## config.mk

```make
export PLATFORM = sky130hd
export DESIGN_NAME = taus113_gen
export DESIGN_NICKNAME = d
export VERILOG_FILES = /design/src/rtl/taus113_pkg.sv /design/src/rtl/taus113_step.sv /design/src/rtl/taus113_gen.sv
export SDC_FILE = /design/constraint.sdc
export NUM_CORES = 2
export LEC_CHECK = 0
export CAP_MARGIN = 30
export CORE_UTILIZATION = 40
export DETAILED_ROUTE_END_ITERATION = 12
export SYNTH_ARGS = -nofsm -noshare
export SYNTH_HDL_FRONTEND = slang
export SYNTH_SLANG_ARGS = --single-unit
```

## constraint.sdc

```tcl
create_clock -name clk -period 16.16 [get_ports clk]
set_clock_uncertainty 0.05 [all_clocks]
set_input_delay 3.232 -clock clk [delete_from_list [all_inputs] [get_ports clk]]
set_output_delay 3.232 -clock clk [all_outputs]
set_load 0.005 [all_outputs]
```

## src/rtl/taus113_pkg.sv

```systemverilog
// Shared constants, state encoding and per-component helpers for the
// four-component Tausworthe (taus113) generator.
package taus113_pkg;

  localparam logic [31:0] MASK1 = 32'hFFFF_FFFE;
  localparam logic [31:0] MASK2 = 32'hFFFF_FFF8;
  localparam logic [31:0] MASK3 = 32'hFFFF_FFF0;
  localparam logic [31:0] MASK4 = 32'hFFFF_FF80;

  // Shift amounts per component: feedback pre-shift, feedback right shift,
  // masked-state left shift.
  localparam int unsigned SH1_A = 6;
  localparam int unsigned SH1_B = 13;
  localparam int unsigned SH1_C = 18;
  localparam int unsigned SH2_A = 2;
  localparam int unsigned SH2_B = 27;
  localparam int unsigned SH2_C = 2;
  localparam int unsigned SH3_A = 13;
  localparam int unsigned SH3_B = 21;
  localparam int unsigned SH3_C = 7;
  localparam int unsigned SH4_A = 3;
  localparam int unsigned SH4_B = 12;
  localparam int unsigned SH4_C = 13;

  localparam logic [31:0] MIN1 = 32'd2;
  localparam logic [31:0] MIN2 = 32'd8;
  localparam logic [31:0] MIN3 = 32'd16;
  localparam logic [31:0] MIN4 = 32'd128;

  typedef enum logic [1:0] {
    ST_WARMUP,
    ST_LOAD,
    ST_RUN
  } state_t;

  // Components below their minimum would degenerate; lift them above it.
  function automatic logic [31:0] seed_comp(input logic [31:0] s,
                                            input logic [31:0] min_v);
    return (s < min_v) ? s + min_v : s;
  endfunction

  function automatic logic [31:0] step_comp(input logic [31:0] z,
                                            input logic [31:0] mask,
                                            input int unsigned sa,
                                            input int unsigned sb,
                                            input int unsigned sc);
    return ((z & mask) << sc) ^ (((z << sa) ^ z) >> sb);
  endfunction

endpackage

```

## src/rtl/taus113_step.sv

```systemverilog
// Combinational single step of all four taus113 components.
module taus113_step
  import taus113_pkg::*;
(
  input  logic [31:0] z1,
  input  logic [31:0] z2,
  input  logic [31:0] z3,
  input  logic [31:0] z4,
  output logic [31:0] n1,
  output logic [31:0] n2,
  output logic [31:0] n3,
  output logic [31:0] n4
);

  assign n1 = step_comp(z1, MASK1, SH1_A, SH1_B, SH1_C);
  assign n2 = step_comp(z2, MASK2, SH2_A, SH2_B, SH2_C);
  assign n3 = step_comp(z3, MASK3, SH3_A, SH3_B, SH3_C);
  assign n4 = step_comp(z4, MASK4, SH4_A, SH4_B, SH4_C);

endmodule

```

## src/rtl/taus113_gen.sv

```systemverilog
// taus113 random generator with warm-up after seeding, range scaling by
// multiply-high, and a valid/ready output register.
module taus113_gen
  import taus113_pkg::*;
#(
  parameter int unsigned OUT_W        = 16,
  parameter int unsigned WARMUP       = 8,
  parameter logic [31:0] DEFAULT_SEED = 32'd987654321
) (
  input  logic             clk,
  input  logic             reset,
  input  logic             seed_load,
  input  logic [31:0]      seed_i,
  input  logic [OUT_W-1:0] range_i,
  input  logic             rnd_ready,
  output logic             rnd_valid,
  output logic [OUT_W-1:0] rnd_o,
  output logic [31:0]      raw_o,
  output logic             busy
);

  localparam int unsigned PW        = 32 + OUT_W;
  localparam logic [7:0]  WARM_INIT = 8'(WARMUP);

  state_t      state;
  logic [7:0]  warm_cnt;
  logic [31:0] z1, z2, z3, z4;
  logic [31:0] n1, n2, n3, n4;
  logic [PW-1:0]    prod;
  logic [OUT_W-1:0] ranged;

  taus113_step u_step (
    .z1(z1),
    .z2(z2),
    .z3(z3),
    .z4(z4),
    .n1(n1),
    .n2(n2),
    .n3(n3),
    .n4(n4)
  );

  assign raw_o = z1 ^ z2 ^ z3 ^ z4;
  assign prod  = PW'(raw_o) * PW'(range_i);

  always_comb begin
    ranged = raw_o[31:32-OUT_W];
    if (range_i != '0) ranged = prod[PW-1:32];
  end

  // The last warm-up step moves straight to LOAD (and a zero warm-up count
  // skips WARMUP after seeding), so the first value is valid WARMUP+1
  // cycles after the seeding edge.
  always_ff @(posedge clk) begin
    if (reset) begin
      z1        <= seed_comp(DEFAULT_SEED, MIN1);
      z2        <= seed_comp(DEFAULT_SEED, MIN2);
      z3        <= seed_comp(DEFAULT_SEED, MIN3);
      z4        <= seed_comp(DEFAULT_SEED, MIN4);
      warm_cnt  <= WARM_INIT;
      state     <= ST_WARMUP;
      rnd_valid <= 1'b0;
      rnd_o     <= '0;
      busy      <= 1'b1;
    end else if (seed_load) begin
      z1        <= seed_comp(seed_i, MIN1);
      z2        <= seed_comp(seed_i, MIN2);
      z3        <= seed_comp(seed_i, MIN3);
      z4        <= seed_comp(seed_i, MIN4);
      warm_cnt  <= WARM_INIT;
      state     <= (WARMUP == 0) ? ST_LOAD : ST_WARMUP;
      rnd_valid <= 1'b0;
      busy      <= 1'b1;
    end else begin
      case (state)
        ST_WARMUP: begin
          if (warm_cnt != 8'd0) begin
            z1       <= n1;
            z2       <= n2;
            z3       <= n3;
            z4       <= n4;
            warm_cnt <= warm_cnt - 8'd1;
            if (warm_cnt == 8'd1) state <= ST_LOAD;
          end else begin
            state <= ST_LOAD;
          end
        end
        ST_LOAD: begin
          rnd_o     <= ranged;
          z1        <= n1;
          z2        <= n2;
          z3        <= n3;
          z4        <= n4;
          rnd_valid <= 1'b1;
          state     <= ST_RUN;
          busy      <= 1'b0;
        end
        ST_RUN: begin
          if (rnd_valid && rnd_ready) begin
            rnd_o <= ranged;
            z1    <= n1;
            z2    <= n2;
            z3    <= n3;
            z4    <= n4;
          end
        end
        default: begin
          state     <= ST_WARMUP;
          warm_cnt  <= WARM_INIT;
          rnd_valid <= 1'b0;
          busy      <= 1'b1;
        end
      endcase
    end
  end

endmodule

```

Yosys cells after proc, flatten, opt, wreduce, memory -nomap -nowiden
Cells that the tools add are included.

$add $sub $neg: 5. Multiply operators: 1. Order comparisons: 4. Equal/unequal tests: 8. Muxes and demuxes: 30. Bitwise logic cells: 14. Reduce and logical (&&, ||, !) cells: 13.

Operator list (number): 32-bit 2-to-1 mux (16); 32-bit one-hot mux with 3 select lines (4); 32-bit bitwise XOR (7); 32-bit by 16-bit multiplier with 48-bit output (1); 32-bit by 2-bit adder with 32-bit output (second input constant) (1); 32-bit by 4-bit adder with 32-bit output (second input constant) (1); 32-bit by 5-bit adder with 32-bit output (second input constant) (1); 32-bit by 8-bit adder with 32-bit output (second input constant) (1); 32-bit by 2-bit < comparator with 1-bit output (second input constant) (1); 32-bit by 4-bit < comparator with 1-bit output (second input constant) (1); 32-bit by 5-bit < comparator with 1-bit output (second input constant) (1); 32-bit by 8-bit < comparator with 1-bit output (second input constant) (1); 16-bit 2-to-1 mux (2); 16-bit one-hot mux with 2 select lines (1); 32-bit by 11-bit bitwise XOR with 32-bit output (1); 32-bit by 19-bit bitwise XOR with 32-bit output (1); 32-bit by 20-bit bitwise XOR with 32-bit output (1); 32-bit by 5-bit bitwise XOR with 32-bit output (1); 8-bit one-hot mux with 2 select lines (1); 16-bit nonzero test (1); 3-bit inequality test (second input constant) (3); 8-bit by 1-bit == test with 1-bit output (second input constant) (1); 8-bit 2-to-1 mux (1); 8-bit nonzero test (1); other kinds (15) (24).

Flip-flop bits (word level): 156. Input bits: 52. Word-level logic and storage cells: 84.

Logic depth before layout (Yosys ltp)
Word-level depth: 7. Depth in mapped cells: 26. Gate-level depth less buffers: 25.

Cells and area by module
A second synthesis with hierarchy kept.

Cell total of the unflattened synthesis: 2956. Area, all modules: 24417.2 um^2.

By module, submodules not included: taus113_gen (instances 1, cells each 2828, area each 23387.4 um^2, seq. area each 3123.0 um^2); taus113_step (instances 1, cells each 128, area each 1029.7 um^2, seq. area each 0.0 um^2).

Least setup slack after synthesis
No wires, ideal clock.

Path kind: input to register. From: input port range_i[1]. To: register rnd_o[8]. Library setup time: 0.103 ns. Data arrival time: 8.954 ns. Data required time: 16.007 ns. Setup slack: 7.052 ns. Cell stages on the path: 24. Path buffers: 2. Path through: clkbuf_1 > clkbuf_1 > nand2_1 > fa_1 > inv_1 > fa_1 > inv_1 > fa_1 > inv_1 > fa_1 > fa_1 > inv_1 > fa_1 > inv_1 > ha_1 > and2_1 > nand3_1 > or4_1 > nor3_1 > o21a_1 > o21ba_2 > a31oi_4 > xnor2_1 > a2111oi_2.

Word-level cells in the longest chain between the ends: 4.

Ends and longest elaborated chain: from (decl) (RTL line taus113_gen.sv:14) `input logic [OUT_W-1:0] range_i,`; 32-bit by 16-bit multiplier with 48-bit output / 16-bit nonzero test (equally long branches) (RTL line taus113_gen.sv:44, taus113_gen.sv:48); 16-bit 2-to-1 mux (*) (RTL line taus113_gen.sv:48) `if (range_i != '0) ranged = prod[PW-1:32];`; 16-bit 2-to-1 mux (RTL line taus113_gen.sv:99) `if (rnd_valid && rnd_ready) begin`; 16-bit one-hot mux with 2 select lines (*) (RTL line taus113_gen.sv:75) `case (state)`; to (signal assigned) (RTL line taus113_gen.sv:89) `rnd_o <= ranged;`; to (signal assigned) (RTL line taus113_gen.sv:100) `rnd_o <= ranged;`; to (decl) (RTL line taus113_gen.sv:17) `output logic [OUT_W-1:0] rnd_o,`.

Mark *: on every way between the ends. The rest lies on a longest branch, timed or not. The select of a mux whose other input is x is not followed. A chain may end at the register's enable or synchronous reset.

Final worst setup path
From: input port range_i[12]. To: register rnd_o[13].

Same word-level chain as after synthesis.

==> results.yml <==
run_status:
  outcome: "completed"
synthesis:
  syn_nets: 3455
  yosys-top-cells-area: "fa_1 35%, dfxtp_1 13%, nand2_1 8.2%"
  syn_area_um2: 23900
  synth_fa_ha_area_share_pct: 41.6
  ys_types: 65
  synth_compound_area_share_pct: 9.54
  synth_top_area_share_pct: 34.9
  synthArstFlopShare_pct: 0
  synth_top_family_by_area: "adder cells"
  synth_top_cell_by_area: "fa_1"
  ys_seq_elements: 156
  synth-edff-count: 0
  yosysMostFrequentCell: "nand2_1"
  syn-mean-instance-area_um2: 8.37
  synth.area.mux_share_pct: 0.251
  yosysWarnings: 0
  yosys.area_share.xor_xnor_pct: 6.50
  netlist_instances: 2858
  ys_seq_area_share_pct: 13.1
  synth-main-ff-cell: "dfxtp_1"
  synth-simple-area-share_pct: 18.9
  ys_top_cells_by_count: "521 x nand2_1, 475 x inv_1, 417 x fa_1"
clock_network:
  holdBufCountCts: 0
  clockBufferDepth: 2
  cts.sinks: 156
  cts_inserted_buffers: 17
  tritoncts: "yes"
  post_cts_resized: 0
  clk_latency_ns: 0.43
  htreeDepth: 4
  post_cts_buffers: 0
  cts-root-buf: "clkbuf_16"
  clkTransAtPathRegs_ns: 0.06
drt:
  dr.first_iter.drc_count: 1470
  vias: 19600
  route.detailed.drc: 0
  avgRoutedWirePerCell_um: 19.7
  ant_nets: 0
  drt-total-wl_um: 71800
  routed_via_density: 5.38
  drt-pass1-iter-count: 5
critical_path:
  worst_setup_path_start_kind: "input pin"
  crit_chain: "clkdlybuf4s50_1 > buf_4 > nand2_1 > fa_1 > inv_1 > fa_1 > fa_1 > fa_1 > fa_1 > inv_1 > fa_1 > inv_1 > ha_1 > nand4_1 > nor4_1 > nand3_1 > a21o_1 > nand3_1 > o21a_2 > a41oi_1 > xor2_1 > a2111oi_1"
  cpMostUsedCell: "fa_1"
  cp_top_family: "adder cells"
  crit_path_end_kind: "flop"
  cp.arrival_ns: 10.06
  max_stage_delay_ns: 0.58
  slowest_stage: "fa_1"
  path_buf_inv: 5
  cp.required_ns: 16.41
  cp_max_fo: 33
  crit_type: "input pin to flop"
sta:
  hold_viol: 0
  grt_setup_unrepaired: "false"
  period_needed_ns: 9.81
  worst_pin_slew_ns: 0.894
  finalSetupTns_ns: 0
  setup_ws_ns: 6.35
  post-route-period-util_pct: 60.7
  finalSetupViolCount: 0
  drv_slew: 0
  slew_headroom_pct: 40.4
  clock.fmax_mhz: 102
placement:
  pre_cts_slack_ns: 5.93
  place.gp.congestion: 0.913
  numPortBuffers: 101
  detailed_place_hpwl_um: 52600
floorplan:
  start_util_pct: 40.5
  rows: 89
  coreArea_um2: 59000
  ioPinCount: 102
  die_x_um: 247
  die_h_um: 247
  die_area_um2: 60800
job:
  maxCapViolCount: 0
layout:
  num_antenna_cells: 0
  drive_gt1_share_pct: 4.45
  n_fill_cell: 5808
  register_area_um2: 3120
  syn2layout_area_growth_pct: 10.5
  fin_nets: 3460
  multi_input_area_um2: 18600
grt:
  grt_pass1_wl_um: 115000
  antenna_found_initial: 0
  grt_max_degree: 79
  grt_pass1_vias: 20300
  grtUsageTotal_pct: 24.4
  grt_overflow_total: 0
min_path:
  hold_path.class: "flop to flop"
[registers in the layout (all words and copies together) (netlist names)]
name / count
rnd_o: 16
state: 2
rnd_valid: 1
z1: 32
busy: 1
warm_cnt: 8
z2: 32
z3: 32
z4: 32
[logic make-up (layout without fill, tap and decap cells)]
kind of cell             count (synthesis)  after routing
AO/OA/AOI/OAI                          360            360
XOR/XNOR                               175            175
adder cells (fa/ha/maj)                545            545
buffers and inverters                  640            657
flip-flops                             156            156
multiplexers                             6              6
AND/OR/NAND/NOR                        976            976
[worst paths after layout]
kind | startpoint | to | slack (ns) | cells after the start
setup / recovery | range_i[12] | rnd_o[13] | 6.35 | 22
hold / removal | rnd_o[4] | rnd_o[4] | 0.43 | 2
setup reg to reg | z1[13] | rnd_o[13] | 8.67 | 24
hold reg to reg | rnd_o[4] | rnd_o[4] | 0.43 | 2
[per-stage QoR]
| stage | hold WS [ns] | cell area (µm²) | utilization, % | instances |
|---|---|---|---|---|
| 6_report | 0.434 | 26400 | 44.8 | 3648 |
| 2_1_floorplan | 0.409 | 23900 | - | 2858 |
| 3_3_place_gp | 0.422 | 25800 | 43.7 | 3617 |
| 5_1_grt | 0.458 | 26400 | 44.8 | 3648 |
| 4_1_cts | 0.434 | 26400 | 44.8 | 3648 |
| 3_5_place_dp | 0.419 | 25800 | 43.7 | 3617 |
[cells in the final DEF, fill, tap and decap left out, types with 93 or more instances in the layout]
master           Yosys  layout
nand2_1            521     521
inv_1              475     475
fa_1               417     417
and2_1             209     209
dfxtp_1            156     156
ha_1               128     128
xnor2_1            134     106
a21oi_1             99      99
nor2_1              97      97
clkdlybuf4s50_1      0      93
[area by class of cell]
type,instances,share of cell area (%)
Sequential cell,156,11.8
Tap cell,773,3.66
Clock inverter,10,0.502
Inverter,476,6.77
Timing Repair Buffer,150,5.08
Multi-Input combinational cell,2062,70.4
Clock buffer,21,1.78
[worst reg2reg max path: cells and delay by family, from the launching register on]
kind	cells	cell delay [ns]
flops	1	0.56
compound gates	4	0.99
buf+inv	5	0.50
xor+xnor	3	0.60
fa+ha+maj	7	3.49
simple gates	5	1.21
[routing by layer]
layer / track usage, % / part of all wire (%)
met1: 33.8 / 44
met2: 40.5 / 48
met3: 2.61 / 6.0
met4: 6.32 / 2.3
met5: 0 / 0
Power is left out: the tool's default activity adds up to more than one toggle a clock period on the data nets, which glitch-free logic cannot reach.
